$ cat config.mk
export PLATFORM = sky130hd
export DESIGN_NAME = lifo_drain_packer_flat
export DESIGN_NICKNAME = d
export VERILOG_FILES = /design/src/rtl/luggage_pkg.sv /design/src/rtl/lifo_drain_packer_if.sv /design/src/rtl/lifo_drain_packer_tagged_fifo.sv /design/src/rtl/lifo_drain_packer.sv /design/src/flat_wrapper.sv
export SDC_FILE = /design/constraint.sdc
export NUM_CORES = 1
export LEC_CHECK = 0
export CAP_MARGIN = 5
export CORE_UTILIZATION = 50
export DETAILED_ROUTE_END_ITERATION = 7
export GPL_TIMING_DRIVEN = 0
export PLACE_DENSITY = 0.69
export SYNTH_ARGS = -nofsm -noshare
export SYNTH_HDL_FRONTEND = slang
export SYNTH_HIERARCHICAL = 1
export SYNTH_SLANG_ARGS = --single-unit
$ cat constraint.sdc
create_clock -name clk -period 7.6 [get_ports clk]
set_clock_uncertainty 0.05 [all_clocks]
set_input_delay 1.52 -clock clk [delete_from_list [all_inputs] [get_ports clk]]
set_output_delay 1.52 -clock clk [all_outputs]
set_load 0.005 [all_outputs]
$ cat src/rtl/luggage_pkg.sv
// Shared types and marker bytes for the luggage LIFO drain path.
// Entry format: the tag selects the emitted byte, and data/count carry item or SEP payload.
package luggage_pkg;

  localparam int ENTRY_DATA_W  = 8;
  localparam int ENTRY_COUNT_W = 4;

  localparam logic [7:0] LUGGAGE_SEPSIGN   = 8'h3b;
  localparam logic [7:0] LUGGAGE_ENDSIGN   = 8'h24;
  localparam logic [7:0] LUGGAGE_ZERO_CHAR = 8'h30;

  typedef enum logic [1:0] {
    TAG_DATA,
    TAG_ZERO,
    TAG_SEP,
    TAG_END
  } entry_tag_e;

  // Field widths match the packer's default DATA_WIDTH/THING_WIDTH.
  typedef struct packed {
    entry_tag_e                 tag;
    logic [ENTRY_DATA_W-1:0]    data;
    logic [ENTRY_COUNT_W-1:0]   count;
  } entry_t;

  typedef enum logic [1:0] {
    ST_RUN,
    ST_FLUSH,
    ST_DONE
  } state_e;

endpackage

$ cat src/rtl/lifo_drain_packer_if.sv
// Bundle between the LIFO controller / consumer and the drain packer.
// The slave modport is the packer's view; the master modport is the environment's view.
interface lifo_drain_packer_if #(
  parameter int DATA_WIDTH  = 8,
  parameter int THING_WIDTH = 4
);
  logic                   valid_lifo;
  logic [DATA_WIDTH-1:0]  lifo_data;
  logic                   output_zero;
  logic                   done_thing;
  logic                   done_lifo;
  logic                   out_ready;
  logic                   out_valid;
  logic [DATA_WIDTH-1:0]  out_data;
  logic                   out_sep;
  logic                   out_last;
  logic [THING_WIDTH-1:0] out_count;
  logic                   overflow;
  logic                   done_out;

  modport master (
    output valid_lifo, lifo_data, output_zero, done_thing, done_lifo, out_ready,
    input  out_valid, out_data, out_sep, out_last, out_count, overflow, done_out
  );

  modport slave (
    input  valid_lifo, lifo_data, output_zero, done_thing, done_lifo, out_ready,
    output out_valid, out_data, out_sep, out_last, out_count, overflow, done_out
  );
endinterface

$ cat src/rtl/lifo_drain_packer_tagged_fifo.sv
// Tagged-entry FIFO with a multi-slot write port (written in port order) and one show-ahead read port.
// Writes that find no free slot are dropped and reported; a same-cycle pop frees a slot.
module tagged_fifo
  import luggage_pkg::*;
#(
  parameter int DEPTH    = 16,
  parameter int WR_PORTS = 3
) (
  input  logic                clk,
  input  logic                reset,
  input  logic [WR_PORTS-1:0] wr_req,
  input  entry_t              wr_entry [WR_PORTS],
  input  logic                rd_en,
  output entry_t              rd_entry,
  output logic                empty,
  output logic                drop
);
  localparam int AW = $clog2(DEPTH);
  localparam int PW = AW + 1;

  entry_t          mem [DEPTH];
  logic [PW-1:0]   wr_ptr_reg;
  logic [PW-1:0]   rd_ptr_reg;
  logic [PW-1:0]   used;
  logic [PW-1:0]   free_cnt;
  logic [PW-1:0]   wr_total;
  logic [PW-1:0]   wr_off [WR_PORTS];
  logic [AW-1:0]   wr_addr [WR_PORTS];
  logic [WR_PORTS-1:0] wr_ok;
  logic            full;
  logic            pop;

  assign used     = wr_ptr_reg - rd_ptr_reg;
  assign empty    = (wr_ptr_reg == rd_ptr_reg);
  assign full     = (wr_ptr_reg[AW] != rd_ptr_reg[AW]) &&
                    (wr_ptr_reg[AW-1:0] == rd_ptr_reg[AW-1:0]);
  assign pop      = rd_en & ~empty;
  // When full, only the departing head entry makes room this cycle.
  assign free_cnt = full ? PW'(pop) : PW'(DEPTH) - used + PW'(pop);
  assign rd_entry = mem[rd_ptr_reg[AW-1:0]];
  assign drop     = |(wr_req & ~wr_ok);

  always_comb begin
    wr_total = '0;
    for (int i = 0; i < WR_PORTS; i++) begin
      wr_off[i] = wr_total;
      wr_ok[i]  = wr_req[i] && (wr_total < free_cnt);
      if (wr_ok[i]) begin
        wr_total = wr_total + PW'(1);
      end
    end
  end

  for (genvar gi = 0; gi < WR_PORTS; gi++) begin : g_addr
    assign wr_addr[gi] = AW'(wr_ptr_reg + wr_off[gi]);
  end

  always_ff @(posedge clk) begin
    for (int i = 0; i < WR_PORTS; i++) begin
      if (wr_ok[i]) begin
        mem[wr_addr[i]] <= wr_entry[i];
      end
    end
  end

  always_ff @(posedge clk) begin
    if (reset) begin
      wr_ptr_reg <= '0;
      rd_ptr_reg <= '0;
    end else begin
      wr_ptr_reg <= wr_ptr_reg + wr_total;
      rd_ptr_reg <= rd_ptr_reg + PW'(pop);
    end
  end

endmodule

$ cat src/rtl/lifo_drain_packer.sv
// Drain stage of the luggage LIFO controller: turns popped words and framing strobes into a
// tagged entry stream, buffers bursts in a FIFO, and flags drops instead of back-pressuring.
module lifo_drain_packer
  import luggage_pkg::*;
#(
  parameter int                    DATA_WIDTH  = ENTRY_DATA_W,
  parameter int                    THING_WIDTH = ENTRY_COUNT_W,
  parameter int                    DEPTH       = 16,
  parameter logic [DATA_WIDTH-1:0] SEPSIGN     = LUGGAGE_SEPSIGN,
  parameter logic [DATA_WIDTH-1:0] ENDSIGN     = LUGGAGE_ENDSIGN,
  parameter logic [DATA_WIDTH-1:0] ZERO_CHAR   = LUGGAGE_ZERO_CHAR
) (
  input  logic                clk,
  input  logic                reset,
  lifo_drain_packer_if.slave  bus
);
  state_e                 state_reg;
  logic                   done_thing_d_reg;
  logic                   done_lifo_d_reg;
  logic                   output_zero_d_reg;
  logic                   zero_written_reg;
  logic [THING_WIDTH-1:0] count_reg;
  logic                   overflow_reg;
  logic                   done_out_reg;

  logic                   run;
  logic                   thing_evt;
  logic                   lifo_evt;
  logic                   item_req;
  logic                   zero_req;
  logic [THING_WIDTH-1:0] count_next;
  logic [2:0]             wr_req;
  entry_t                 wr_entry [3];
  entry_t                 head;
  logic                   empty;
  logic                   drop;
  logic                   pop;

  logic [DATA_WIDTH-1:0]  out_data_c;
  logic                   out_sep_c;
  logic                   out_last_c;
  logic [THING_WIDTH-1:0] out_count_c;

  always_comb begin
    run        = (state_reg == ST_RUN);
    thing_evt  = run & bus.done_thing & ~done_thing_d_reg;
    lifo_evt   = run & bus.done_lifo & ~done_lifo_d_reg;
    item_req   = run & bus.valid_lifo & ~bus.output_zero;
    // One ZERO_CHAR per passenger: from a popped word while empty, or from the flag's rising edge.
    zero_req   = run & bus.output_zero & (bus.valid_lifo | ~output_zero_d_reg) & ~zero_written_reg;
    count_next = (item_req && (count_reg != '1)) ? count_reg + THING_WIDTH'(1) : count_reg;

    wr_req = {lifo_evt, thing_evt, item_req | zero_req};

    wr_entry[0].tag   = zero_req ? TAG_ZERO : TAG_DATA;
    wr_entry[0].data  = zero_req ? '0 : bus.lifo_data;
    wr_entry[0].count = '0;
    wr_entry[1].tag   = TAG_SEP;
    wr_entry[1].data  = '0;
    wr_entry[1].count = count_next;
    wr_entry[2].tag   = TAG_END;
    wr_entry[2].data  = '0;
    wr_entry[2].count = '0;
  end

  assign pop = bus.out_ready & ~empty;

  tagged_fifo #(
    .DEPTH    (DEPTH),
    .WR_PORTS (3)
  ) u_fifo (
    .clk      (clk),
    .reset    (reset),
    .wr_req   (wr_req),
    .wr_entry (wr_entry),
    .rd_en    (bus.out_ready),
    .rd_entry (head),
    .empty    (empty),
    .drop     (drop)
  );

  always_ff @(posedge clk) begin
    if (reset) begin
      state_reg         <= ST_RUN;
      done_thing_d_reg  <= 1'b0;
      done_lifo_d_reg   <= 1'b0;
      output_zero_d_reg <= 1'b0;
      zero_written_reg  <= 1'b0;
      count_reg         <= '0;
      overflow_reg      <= 1'b0;
      done_out_reg      <= 1'b0;
    end else begin
      done_thing_d_reg  <= bus.done_thing;
      done_lifo_d_reg   <= bus.done_lifo;
      output_zero_d_reg <= bus.output_zero;
      overflow_reg      <= overflow_reg | drop;
      case (state_reg)
        ST_RUN: begin
          if (thing_evt) begin
            count_reg        <= '0;
            zero_written_reg <= 1'b0;
          end else begin
            count_reg <= count_next;
            if (zero_req) begin
              zero_written_reg <= 1'b1;
            end
          end
          if (lifo_evt) begin
            state_reg <= ST_FLUSH;
          end
        end
        ST_FLUSH: begin
          if (pop && (head.tag == TAG_END)) begin
            state_reg    <= ST_DONE;
            done_out_reg <= 1'b1;
          end
        end
        default: begin
          done_out_reg <= 1'b1;
        end
      endcase
    end
  end

  always_comb begin
    out_data_c  = '0;
    out_sep_c   = 1'b0;
    out_last_c  = 1'b0;
    out_count_c = '0;
    if (!empty) begin
      case (head.tag)
        TAG_DATA: out_data_c = head.data;
        TAG_ZERO: out_data_c = ZERO_CHAR;
        TAG_SEP: begin
          out_data_c  = SEPSIGN;
          out_sep_c   = 1'b1;
          out_count_c = head.count;
        end
        default: begin
          out_data_c = ENDSIGN;
          out_last_c = 1'b1;
        end
      endcase
    end
  end

  assign bus.out_valid = ~empty;
  assign bus.out_data  = out_data_c;
  assign bus.out_sep   = out_sep_c;
  assign bus.out_last  = out_last_c;
  assign bus.out_count = out_count_c;
  assign bus.overflow  = overflow_reg;
  assign bus.done_out  = done_out_reg;

endmodule
$ cat src/flat_wrapper.sv
// flat-port wrapper written by rule: the top's interface ports become plain ports
module lifo_drain_packer_flat import luggage_pkg::*;
#(
  parameter int                    DATA_WIDTH  = ENTRY_DATA_W,
  parameter int                    THING_WIDTH = ENTRY_COUNT_W,
  parameter int                    DEPTH       = 16,
  parameter logic [DATA_WIDTH-1:0] SEPSIGN     = LUGGAGE_SEPSIGN,
  parameter logic [DATA_WIDTH-1:0] ENDSIGN     = LUGGAGE_ENDSIGN,
  parameter logic [DATA_WIDTH-1:0] ZERO_CHAR   = LUGGAGE_ZERO_CHAR
)
  (clk, reset, bus_valid_lifo, bus_lifo_data, bus_output_zero, bus_done_thing, bus_done_lifo, bus_out_ready, bus_out_valid, bus_out_data, bus_out_sep, bus_out_last, bus_out_count, bus_overflow, bus_done_out);
  lifo_drain_packer_if #(.DATA_WIDTH(DATA_WIDTH), .THING_WIDTH(THING_WIDTH)) bus_i ();
  input  logic clk;
  input  logic reset;
  input wire logic [$bits(bus_i.valid_lifo)-1:0] bus_valid_lifo;
  input wire logic [$bits(bus_i.lifo_data)-1:0] bus_lifo_data;
  input wire logic [$bits(bus_i.output_zero)-1:0] bus_output_zero;
  input wire logic [$bits(bus_i.done_thing)-1:0] bus_done_thing;
  input wire logic [$bits(bus_i.done_lifo)-1:0] bus_done_lifo;
  input wire logic [$bits(bus_i.out_ready)-1:0] bus_out_ready;
  output wire logic [$bits(bus_i.out_valid)-1:0] bus_out_valid;
  output wire logic [$bits(bus_i.out_data)-1:0] bus_out_data;
  output wire logic [$bits(bus_i.out_sep)-1:0] bus_out_sep;
  output wire logic [$bits(bus_i.out_last)-1:0] bus_out_last;
  output wire logic [$bits(bus_i.out_count)-1:0] bus_out_count;
  output wire logic [$bits(bus_i.overflow)-1:0] bus_overflow;
  output wire logic [$bits(bus_i.done_out)-1:0] bus_done_out;
  assign bus_i.valid_lifo = bus_valid_lifo;
  assign bus_i.lifo_data = bus_lifo_data;
  assign bus_i.output_zero = bus_output_zero;
  assign bus_i.done_thing = bus_done_thing;
  assign bus_i.done_lifo = bus_done_lifo;
  assign bus_i.out_ready = bus_out_ready;
  assign bus_out_valid = bus_i.out_valid;
  assign bus_out_data = bus_i.out_data;
  assign bus_out_sep = bus_i.out_sep;
  assign bus_out_last = bus_i.out_last;
  assign bus_out_count = bus_i.out_count;
  assign bus_overflow = bus_i.overflow;
  assign bus_done_out = bus_i.done_out;
  lifo_drain_packer #(.DATA_WIDTH(DATA_WIDTH), .THING_WIDTH(THING_WIDTH), .DEPTH(DEPTH), .SEPSIGN(SEPSIGN), .ENDSIGN(ENDSIGN), .ZERO_CHAR(ZERO_CHAR)) u_core (.clk(clk), .reset(reset), .bus(bus_i));
endmodule
* Yosys cells after proc, flatten, opt, wreduce, memory -nomap -nowiden
Memories as Yosys holds them, arrays and structs flattened. A register that Yosys moved wholly into a read port is not among the register bits. Cells that the tools add are included.
Operators by class: equality and inequality tests 10, reduce and logical (&&, ||, !) cells 15, bitwise logic cells 22, add/subtract/negate cells 10, $lt $le $gt $ge 3, multiplexer cells 30
Operator list (number):
- one-hot mux 8 bit (3 select lines) | 1
- 2-to-1 mux 4 bit | 5
- 2-to-1 mux 8 bit | 2
- 2-to-1 mux 1 bit | 15
- 2-to-1 mux 5 bit | 3
- adder 5 x 1 -> 5 bit | 2
- adder 5 x 1 -> 5 bit, second input constant | 2
- AND 1 bit | 10
- < comparator 5 bit | 2
- adder 4 bit | 2
- inverter 1 bit | 7
- logical AND 1 bit | 6
- OR reduction 3 bit | 2
- adder 5 bit | 1
- equality test 5 bit | 1
- < comparator 1 x 5 -> 1 bit, first input constant | 1
- subtractor 5 bit | 1
- subtractor 5 bit, first input constant | 1
- adder 4 x 1 -> 4 bit, second input constant | 1
- equality test 2 x 1 -> 1 bit, second input constant | 2
- equality test 2 bit, second input constant | 2
- equality test 4 bit | 1
- zero test 2 bit | 2
- 2-to-1 mux 2 bit | 2
- 12 further kinds | 16
Storage, ports and cells: bits in registers 22, bits in writable memories 224, word-level logic and storage cells 101, output and inout port bits 17, memories 1, input bits 15
Memory list:
- u_core.u_fifo.mem | words 16, bits a word 14, rd ports 1, clocked after Yosys merged registers in 1, write ports 3, line lifo_drain_packer_tagged_fifo.sv:21 | entry_t mem [DEPTH];

* Longest topological paths before layout
Gate-level depths: netlist of run 1.
depth after elaboration 17, gate-level depth with buffers 28, mapped depth without buffers 25

* Hierarchy
The synthesis of run 1 kept the hierarchy.
Modules (own cells, without submodules):
- tagged_fifo | instances 1, cells an instance 1550, area an instance 18451.4 µm², sequential area each 6926.6 µm²
- lifo_drain_packer | instances 1, cells an instance 104, area an instance 793.3 µm², sequential area each 240.2 µm²

* Worst setup path after synthesis of run 1
No wires, ideal clock.
kind register to register, start register u_core.u_fifo.rd_ptr_reg[0], end memory u_core/u_fifo/mem[12][0] in the netlist's numbering (enable), setup slack 0.491 ns, cell stages (with the launch flop) 25, data required time 7.114 ns, library setup time 0.436 ns, arrival time 6.622 ns, clock period less this slack 7.109 ns, buffers on the path 5, cell sequence dfxtp_1 buf_2 buf_1 inv_1 ha_1 nand4_1 nor2_1 nor2b_1 ha_1 fa_1 or3_1 a22oi_4 a21oi_1 o21ai_1 buf_2 inv_1 ha_1 ha_1 nor3b_1 a21boi_1 buf_2 clkbuf_1 a31o_2 nand2_1 o311ai_0
RTL lines:
- start: declaration | line lifo_drain_packer_tagged_fifo.sv:23 | logic [PW-1:0] rd_ptr_reg;
- start signal: assignment | line lifo_drain_packer_tagged_fifo.sv:72 | rd_ptr_reg <= rd_ptr_reg + PW'(pop);
- end: declaration | line lifo_drain_packer_tagged_fifo.sv:21

* Worst setup path in the final report of run 1
start register u_core.u_fifo.rd_ptr_reg[1], end output bus_out_count[0]
Between the ends: cells in the longest elaborated chain, start to end 2
Ends and longest elaborated chain:
- equality test 5 bit | line lifo_drain_packer_tagged_fifo.sv:34 | assign empty = (wr_ptr_reg == rd_ptr_reg);
- 2-to-1 mux 4 bit | line lifo_drain_packer.sv:130 | if (!empty) begin
- end: declaration | line flat_wrapper.sv:25 | output wire logic [$bits(bus_i.out_count)-1:0] bus_out_count;
No other way between the ends.

==> summary.md, run 1 <==
| Metric | Value |
|---|---|
| Outcome | `finished, final reports clean` |
| Top Ports | `32` |
| Buf/Inv on CP | `4` |
| Power per Cell Area | `350 nW/µm²` |
| Yosys Warn Count | `6` |
| Commonest cells after routing, fill and taps aside | `224 x edfxtp_1, 177 x a21boi_0, 161 x conb_1` |
| Largest net degree at the start of global routing | `20` |
| Total Power | `7.86 mW` |
| Syn Inst Count | `1654` |
| Post-synth EDFFs | `224` |
| Max Fclk | `135 MHz` |
| Crit-path leading delay family | `buffers and inverters` |
| Final setup viols | `0` |
| Final Util | `0.594` |
| Max reg flops | `224` |
| Final setup margin | `193 ps` |
| R2r startpoint | `u_core/u_fifo/rd_ptr_reg[0]$_SDFF_PP0_` |
| Crit path time final | `7410 ps` |
| Hold WS | `399 ps` |
| Initial antenna violation count | `1` |
| Clock H-tree levels | `1` |
| Grt ovf | `0` |
| Most common library cell in the layout ignoring fill and taps | `edfxtp_1` |
| Row count | `71` |
| Seq/Total Area, Yosys | `0.372` |
| Synth top area share | `0.350` |
| NumNets Final | `1942` |
| CTS clock-pin slew for the worst setup and hold paths | `60 ps` |
| Worst EP arrival | `5840 ps` |
| Yosys reg bits | `246` |
| Fill cell count | `3129` |
| Final count of pins violating max slew | `0` |
| Dpl hpwl | `60200 µm` |
| Setup TNS | `0 ps` |
| Crit path launch type | `register` |
| Die ar. | `39300 µm²` |
| Dpl cells | `2377` |
| Final hold vios | `0` |
| Syn_area_per_cell | `11.6 µm²` |
| Drt first pass iters | `6` |
| Hold Path Class | `register to register` |
| First-pass GRT wire length | `114000 µm` |
| Final std cells w/o fill | `2437` |
| Worst-path fanout max | `10` |
| Clock buffer depth | `3` |
| Design area | `22400 µm²` |
| Hold_sp | `u_core/bus.done_out$_SDFFE_PP0P_` |
| Vias in the first global route | `15680` |
| Post-DRT Antenna Nets | `0` |
| Area leader, netlist | `edfxtp_1` |
| Crit Path Category | `register to output port` |
| Clk sinks | `246` |
| GPL Wtd Cong | `1.06` |
| Core ar. | `37800 µm²` |
| WL per Instance | `33.5 µm` |
| Crit path largest cell delay | `1010 ps` |
| Final WL | `81700 µm` |
| Worst-margin pin slew | `1380 ps` |
| Pre-CTS setup slack | `-2320 ps` |
| Async set-reset flop share out of synthesis | `0` |
| Share of post-route cells with drive strength above 1 | `0.263` |
| CTS buffer count | `29` |
| RSZ-0062 raised after global routing | `no` |
| Max_cap viols | `0` |
| Tcrit/Tclk final | `0.975` |
| Post-DR vias/cell | `6.81` |
| Largest cells by area after synthesis | `edfxtp_1 35%, mux4_2 8.2%, mux2_2 8.1%` |
| Element type at the critical path end | `output port` |
| Iteration-0 DRC Markers | `2074` |
| Placed inst area | `21300 µm²` |
| Cell variety after synth | `70` |
| Slowest CP cell | `clkbuf_1` |
| Leak | `8.68 nW` |
| Initial Util | `0.510` |
| WP data required | `6030 ps` |
| Port buffer count | `31` |
| Vias | `16603` |
| CP Launch Point | `u_core/u_fifo/rd_ptr_reg[1]$_SDFF_PP0_` |
| Drc violations | `0` |
| Cell Chain, Critical Path | `clkbuf_1 > clkbuf_1 > mux4_2 > mux4_2 > inv_1 > ha_1 > nor2b_1 > and2_1 > clkdlybuf4s50_1` |
| Top_reg_cell synth | `edfxtp_1` |
| Clock latency on the worst-skew pair | `600 ps` |
| Area Overhead vs Synth | `16.6%` |
| TritonCTS clock tree | `yes` |
| Total GRT Usage | `0.416` |
| Root Buffer Master | `clkbuf_16` |
| Synthesized area | `19200 µm²` |
| Die height | `198 µm` |
| Die X | `198 µm` |
| Peak VDD IR | `0.384 mV` |
| Slew HR | `0.0796` |
report_power, final:
group	internal [mW]	switching, mW	total [mW]
combinational	1.66	2.85	4.51
clock	0.836	0.608	1.44
sequential	1.83	0.0706	1.90
cell usage after synthesis, types with 5 or more instances:
master / n
o211ai_1: 30
mux2_4: 72
a21o_1: 7
mux2i_1: 17
edfxtp_1: 224
nor3_1: 12
dfxtp_1: 22
or3_1: 5
o21ai_4: 9
a21oi_1: 25
nand3_1: 82
nor2b_1: 23
buf_12: 10
a211oi_2: 5
buf_4: 15
nand4_1: 20
clkbuf_1: 100
o2111ai_1: 18
nand2b_1: 5
nand2_1: 44
or2_2: 5
buf_6: 15
mux2_2: 138
o21ai_2: 6
nor2_1: 31
a22oi_1: 16
o21ai_0: 8
o311ai_0: 7
and2_1: 49
a31oi_1: 32
xnor2_1: 7
buf_1: 12
mux4_2: 70
a21boi_0: 177
inv_1: 19
a211oi_1: 5
ha_1: 25
o311ai_1: 9
and3_1: 20
buf_2: 42
a22o_1: 159
o21ai_1: 5
xor2_1: 7
final timing paths:
kind,endpoint,slack [ps],cells past startpoint
max,bus_out_count[0],190,9
min,u_core/bus.done_out$_SDFFE_PP0P_,400,2
max reg2reg,u_core/u_fifo/mem[5][8]$_DFFE_PP_,250,25
min reg2reg,u_core/bus.done_out$_SDFFE_PP0P_,400,2
worst reg2reg max path: stages (launching register included):
cell	delay, ps
dfxtp_1	400
buf_6	370
inv_1	100
ha_1	330
nand4_1	210
nor2_1	210
nor2b_1	90
ha_1	240
fa_1	490
a211o_1	300
a21o_1	200
a22oi_4	180
a21oi_1	150
o21ai_4	250
buf_4	320
inv_1	150
ha_1	260
ha_1	400
nand3b_1	450
a21oi_4	360
buf_2	290
buf_2	350
a31o_2	230
nand2_1	110
o311ai_4	230
buf_8	280
what timing repair did:
| item | in CTS | in global routing |
|---|---|---|
| pin swaps | 0 | 2 |
| cloned | 0 | 0 |
| hold buffers | 0 | 0 |
| buffers inserted | 0 | 5 |
| gates resized for setup | 16 | 12 |
| endpoints found under the setup margin | 453 | 323 |
layout make-up:
| type | count | area [µm²] | share of cell area |
|---|---|---|---|
| Antenna cell | 4 | 10.0 | 0.000446 |
| Multi-Input combinational cell | 1348 | 11700 | 0.523 |
| Inverter | 23 | 91.3 | 0.00407 |
| Timing Repair Buffer | 59 | 704 | 0.0314 |
| Clock inverter | 19 | 214 | 0.00954 |
| Buffer | 193 | 1130 | 0.0504 |
| Tap cell | 511 | 639 | 0.0285 |
| Sequential cell | 246 | 7170 | 0.319 |
| Clock buffer | 34 | 744 | 0.0332 |
routing by layer:
metal	up-vias	track usage	part of all wire
met1	8167	0.526	0.38
li1	6907	-	-
met2	1212	0.634	0.43
met5	-	0.0153	0.00098
met4	2	0.228	0.068
met3	315	0.124	0.13
cell families (layout without fill, tap and decap cells):
group,after synthesis,count (layout),share of synthesized area
XOR/XNOR,16,16,0.00845
AND/OR/NAND/NOR,310,310,0.0873
buffers and inverters,219,328,0.0628
other,2,165,0.000390
multiplexers,297,297,0.228
adder cells (fa/ha/maj),28,28,0.0189
AO/OA/AOI/OAI,536,536,0.222
flip-flops,246,246,0.372
Power figures use the tool's default switching activity.
==> inputs of run 2 (changes only) <==
Clock period 7.6 ns to 6 ns, I/O delays scaled along.
==> summary.md, run 2 (same netlist as run 1, synthesis figures left out) <==
| Metric | Value |
|---|---|
| Initial Util | `0.510` |
| WP data required | `4750 ps` |
| Area Overhead vs Synth | `22.7%` |
| Clock latency on the worst-skew pair | `600 ps` |
| Port buffer count | `31` |
| Dpl hpwl | `60200 µm` |
| Crit-path leading delay family | `buffers and inverters` |
| Buf/Inv on CP | `4` |
| Leak | `9.30 nW` |
| GPL Wtd Cong | `1.01` |
| Hold Crit Depth | `2` |
| Most common library cell in the layout ignoring fill and taps | `edfxtp_1` |
| Comb power frac | `0.592` |
| Total GRT Usage | `0.440` |
| Worst R2R Path Depth | `25` |
| TritonCTS clock tree | `yes` |
| Clk sinks | `246` |
| Final setup viols | `0` |
| R2r startpoint | `u_core/u_fifo/wr_ptr_reg[1]$_SDFF_PP0_` |
| Largest net degree at the start of global routing | `16` |
| Clock H-tree levels | `1` |
| Worst-path fanout max | `10` |
| Final setup margin | `92.4 ps` |
| Die X | `198 µm` |
| CTS clock-pin slew for the worst setup and hold paths | `60 ps` |
| Grt ovf | `0` |
| Pre-CTS setup slack | `-2000 ps` |
| Crit path top cell by count | `mux4_2` |
| Core ar. | `37800 µm²` |
| Hold EP | `u_core/bus.done_out$_SDFFE_PP0P_` |
| Seq pwr share | `0.229` |
| Drc violations | `0` |
| Die ar. | `39300 µm²` |
| Drt first pass iters | `7` |
| Vias | `16926` |
| Internal cell power | `5.85 mW` |
| Peak VDD IR | `0.368 mV` |
| Row count | `71` |
| Reg2reg setup slack | `120 ps` |
| Cell Chain, Critical Path | `clkbuf_4 > clkbuf_2 > mux4_2 > mux4_2 > inv_1 > ha_1 > nor2b_2 > and2_1 > clkdlybuf4s50_1` |
| Tcrit/Tclk final | `0.985` |
| Final WL | `86100 µm` |
| Iteration-0 DRC Markers | `2410` |
| Root Buffer Master | `clkbuf_16` |
| Max reg flops | `224` |
| First-pass GRT wire length | `119000 µm` |
| Clock buffer depth | `3` |
| CP Launch Point | `u_core/u_fifo/rd_ptr_reg[1]$_SDFF_PP0_` |
| Hold Path Class | `register to register` |
| Outcome | `finished, final reports clean` |
| Crit path launch type | `register` |
| Worst-margin pin slew | `1340 ps` |
| Crit path time final | `5910 ps` |
| Max_cap viols | `0` |
| Element type at the critical path end | `output port` |
| Hold Buf Count CTS | `0` |
| Commonest cells after routing, fill and taps aside | `224 x edfxtp_1, 174 x a21boi_0, 161 x conb_1` |
| Post-DRT Antenna Nets | `0` |
| Max Fclk | `169 MHz` |
| Final count of pins violating max slew | `0` |
| Sw Share | `0.445` |
| Die height | `198 µm` |
| Hold_sp | `u_core/bus.done_out$_SDFFE_PP0P_` |
| Power per Cell Area | `447 nW/µm²` |
| Post-DR vias/cell | `6.83` |
| Slowest CP cell | `mux4_2` |
| Total Power | `10.6 mW` |
| R2r endpoint | `u_core/u_fifo/mem[6][4]$_DFFE_PP_` |
| NetSw | `4.70 mW` |
| NumNets Final | `1987` |
| Share of post-route cells with drive strength above 1 | `0.316` |
| WL per Instance | `34.7 µm` |
| Top Ports | `32` |
| CTS buffer count | `29` |
| Final hold vios | `0` |
| Initial antenna violation count | `3` |
| Clock power share | `0.179` |
| Crit Path Category | `register to output port` |
| Crit path largest cell delay | `590 ps` |
| Worst EP arrival | `4660 ps` |
| Vias in the first global route | `16372` |
| Slew HR | `0.110` |
-- run 2: cell type report --
type                    count  area [µm²]
fillers                  3048       14100
multi-input cells        1348       12000
flip-flops and latches    246        7180
plain buffers             194        1390
repair buffers            103        1260
clock buffers              41         855
well taps                 511         639
clock inverters            13         164
inverters                  23        93.8
diodes                      1        2.50
-- run 2: metal layers --
layer / track usage / vias up / wire length, µm
met5: 0 / - / 15
met4: 0.271 / 4 / 6480
met3: 0.150 / 349 / 11400
met2: 0.655 / 1314 / 36700
met1: 0.546 / 8272 / 31400
li1: - / 6987 / -
-- run 2: worst reg2reg max path: stages (launching register included) --
cell        delay (ps)
dfxtp_4            390
buf_12             150
clkinvlp_4         140
ha_4               320
nand4_1            140
nor2_2             150
nor2b_1             90
ha_1               230
fa_2               380
or3_1              440
a22oi_4            210
a21oi_2            110
o21ai_4            220
buf_12             130
inv_1               70
ha_2               220
ha_4               330
nand2_1             70
or2_2              350
a21oi_4            250
buf_8              190
clkbuf_8           200
a31o_2             190
nand2_1            110
o311ai_4           240
buf_12             240
-- run 2: per-stage QoR --
stage	hold WS [ps]	util	std cells	area, µm²	setup TNS, ps
after detailed placement	400	0.565	2361	21300	-687470
after global placement	385	0.561	2355	21200	-643180
final	411	0.625	2480	23600	0
after floorplan	392	-	1813	20200	0
after global routing	434	0.625	2479	23600	-1.99
after CTS	416	0.615	2461	23200	0
-- run 2: power by group through the flow --
stage / Sequential (mW) / Clock, mW / Combinational [mW]
3_3_place_gp: 2.44 / 0 / 5.28
2_1_floorplan: 2.40 / 0 / 3.48
5_1_grt: 2.44 / 1.96 / 6.40
3_5_place_dp: 2.45 / 0 / 5.38
6_report: 2.42 / 1.89 / 6.24
4_1_cts: 2.41 / 1.90 / 5.78
-- run 2: repair_timing --
| item | 4_1_cts | 5_1_grt |
|---|---|---|
| gates resized for setup | 81 | 89 |
| endpoints found under the setup margin | 467 | 399 |
| gates cloned | 1 | 2 |
| buffers inserted | 46 | 17 |
| pin swaps | 12 | 8 |
-- run 2: worst max-delay path by stage --
| stage | slack [ps] | end | depth (start not counted) |
|---|---|---|---|
| finish | 90 | bus_out_count[1] | 9 |
| global route | -2 | bus_out_count[1] | 10 |
| CTS | 50 | u_core/u_fifo/mem[11][9]$_DFFE_PP_ | 26 |
| detailed placement | -2000 | u_core/u_fifo/mem[5][5]$_DFFE_PP_ | 21 |
| global placement | -1920 | u_core/u_fifo/mem[5][5]$_DFFE_PP_ | 20 |
| floorplan | 0.4 | u_core/u_fifo/mem[4][12]$_DFFE_PP_ | 25 |
==> inputs of run 3 (changes only) <==
Settings changed: CORE_UTILIZATION 50 to 36, PLACE_DENSITY 0.69 to unset.
==> summary.md, run 3 (same netlist as run 1, synthesis figures left out) <==
| Metric | Value |
|---|---|
| Grt ovf | `0` |
| Crit path time final | `5900 ps` |
| Worst-margin pin slew | `1220 ps` |
| Final std cells w/o fill | `2658` |
| Largest net degree at the start of global routing | `16` |
| Tcrit/Tclk final | `0.984` |
| WL per Instance | `32.5 µm` |
| Vias | `16836` |
| Element type at the critical path end | `register` |
| Die height | `233 µm` |
| Worst-path fanout max | `10` |
| Commonest cells after routing, fill and taps aside | `224 x edfxtp_1, 174 x a21boi_0, 161 x conb_1` |
| CTS clock-pin slew for the worst setup and hold paths | `60 ps` |
| Max Fclk | `169 MHz` |
| Area Overhead vs Synth | `23.1%` |
| Hold Buf Count CTS | `0` |
| Hold WS | `406 ps` |
| Max reg flops | `224` |
| NumNets Final | `1985` |
| Root Buffer Master | `clkbuf_16` |
| Dpl cells | `2541` |
| Power per Cell Area | `434 nW/µm²` |
| Total GRT Usage | `0.315` |
| Clock H-tree levels | `1` |
| Final hold vios | `0` |
| Crit Path Category | `register to register` |
| Worst EP arrival | `6170 ps` |
| Drc violations | `0` |
| Share of post-route cells with drive strength above 1 | `0.319` |
| Initial antenna violation count | `5` |
| TritonCTS clock tree | `yes` |
| Iteration-0 DRC Markers | `2562` |
| Fill cell count | `4821` |
| Peak VDD IR | `0.284 mV` |
| Initial Util | `0.365` |
| Final Util | `0.450` |
| Post-DR vias/cell | `6.33` |
| Vias in the first global route | `16402` |
| First-pass GRT wire length | `120000 µm` |
| Most common library cell in the layout ignoring fill and taps | `edfxtp_1` |
| Final WL | `86300 µm` |
| Drt first pass iters | `6` |
| CTS buffer count | `29` |
| Slew HR | `0.189` |
| Pre-CTS setup slack | `-2290 ps` |
| Clock buffer depth | `3` |
| WP data required | `6270 ps` |
| Post-DRT Antenna Nets | `0` |
| Row count | `84` |
| Port buffer count | `31` |
| Max_cap viols | `0` |
| Outcome | `finished, final reports clean` |
| GPL Wtd Cong | `1.06` |
| Clk sinks | `246` |
| Final count of pins violating max slew | `0` |
| Top Ports | `32` |
| Leak | `9.25 nW` |
| Setup TNS | `0 ps` |
| Final setup margin | `96.6 ps` |
| Die X | `233 µm` |
| Dpl hpwl | `61000 µm` |
| Die ar. | `54400 µm²` |
| Final setup viols | `0` |
| Core ar. | `52700 µm²` |
| Hold Path Class | `register to register` |
| Clock latency on the worst-skew pair | `580 ps` |
| Crit path launch type | `register` |
-- run 3: cell count changes in the layout (fill, tap and decap cells not counted), sizes merged --
cell	change
buf	-2
bufinv	-2
clkbuf	-10
clkinv	+8
clkinvlp	+1
diode	+4
inv	+2
-- run 3: per-stage QoR --
step / instance area [µm²] / power (mW)
after floorplan: 20200 / 5.89
after global placement: 21400 / 7.72
after detailed placement: 21600 / 7.83
after CTS: 23400 / 9.96
after global routing: 23700 / 10.6
final: 23700 / 10.3
-- run 3: critical path, stage by stage (launching register included) --
cell and delay, ps:
dfxtp_4 390, buf_8 170, clkinvlp_4 140, ha_4 310, nand4_1 170, nor2_4 130, nor2b_1 80, ha_2 220
fa_2 420, a211o_1 280, a21o_1 200, a22oi_4 180, a21oi_2 120, o21ai_4 220, buf_12 140, inv_1 80
ha_2 230, ha_4 260, nor3b_4 320, buf_1 630, nor2_1 200, a31oi_1 220, o211ai_1 180, mux2_2 320
-- run 3: layout make-up --
| class | instances | area, µm² | area share |
|---|---|---|---|
| antenna | 5 | 12.5 | 0.000528 |
| buffer | 195 | 1380 | 0.0582 |
| clock buffer | 31 | 733 | 0.0310 |
| clock inverter | 22 | 140 | 0.00592 |
| inverter | 23 | 95.1 | 0.00401 |
| multi-input combinational | 1348 | 12100 | 0.509 |
| sequential | 246 | 7180 | 0.303 |
| tap | 688 | 861 | 0.0363 |
| timing repair buffer | 100 | 1240 | 0.0522 |
-- run 3: repair_timing --
| action | in CTS | in global routing |
|---|---|---|
| gates resized for setup | 119 | 43 |
| endpoints found under the hold margin | 0 | 0 |
| pin swaps | 13 | 10 |
| gates cloned | 1 | 1 |
| endpoints found under the setup margin | 468 | 428 |
| setup buffers | 43 | 15 |
-- run 3: path summary, 6_finish.rpt --
check / start / to / slack [ps] / cells past startpoint
hold reg to reg: u_core/bus.done_out$_SDFFE_PP0P_ / u_core/bus.done_out$_SDFFE_PP0P_ / 410 / 2
setup reg to reg: u_core/u_fifo/wr_ptr_reg[1]$_SDFF_PP0_ / u_core/u_fifo/mem[8][11]$_DFFE_PP_ / 100 / 23
setup / recovery: u_core/u_fifo/wr_ptr_reg[1]$_SDFF_PP0_ / u_core/u_fifo/mem[8][11]$_DFFE_PP_ / 100 / 23
hold / removal: u_core/bus.done_out$_SDFFE_PP0P_ / u_core/bus.done_out$_SDFFE_PP0P_ / 410 / 2
-- run 3: report_power, final --
part	internal, mW	total [mW]	switching (mW)
Sequential	2.32	2.42	0.0963
Combinational	2.39	6.20	3.81
Clock	0.923	1.67	0.748
-- run 3: per-layer routing --
metal  GRT usage  part of all wire  wire, µm  vias up
li1            -                 -         -     6979
met1       0.389              0.37     31500     8242
met2       0.491              0.44     37900     1292
met3      0.0940              0.13     10800      319
met4       0.174             0.070      6070        4
met5           0           0.00031        27        -
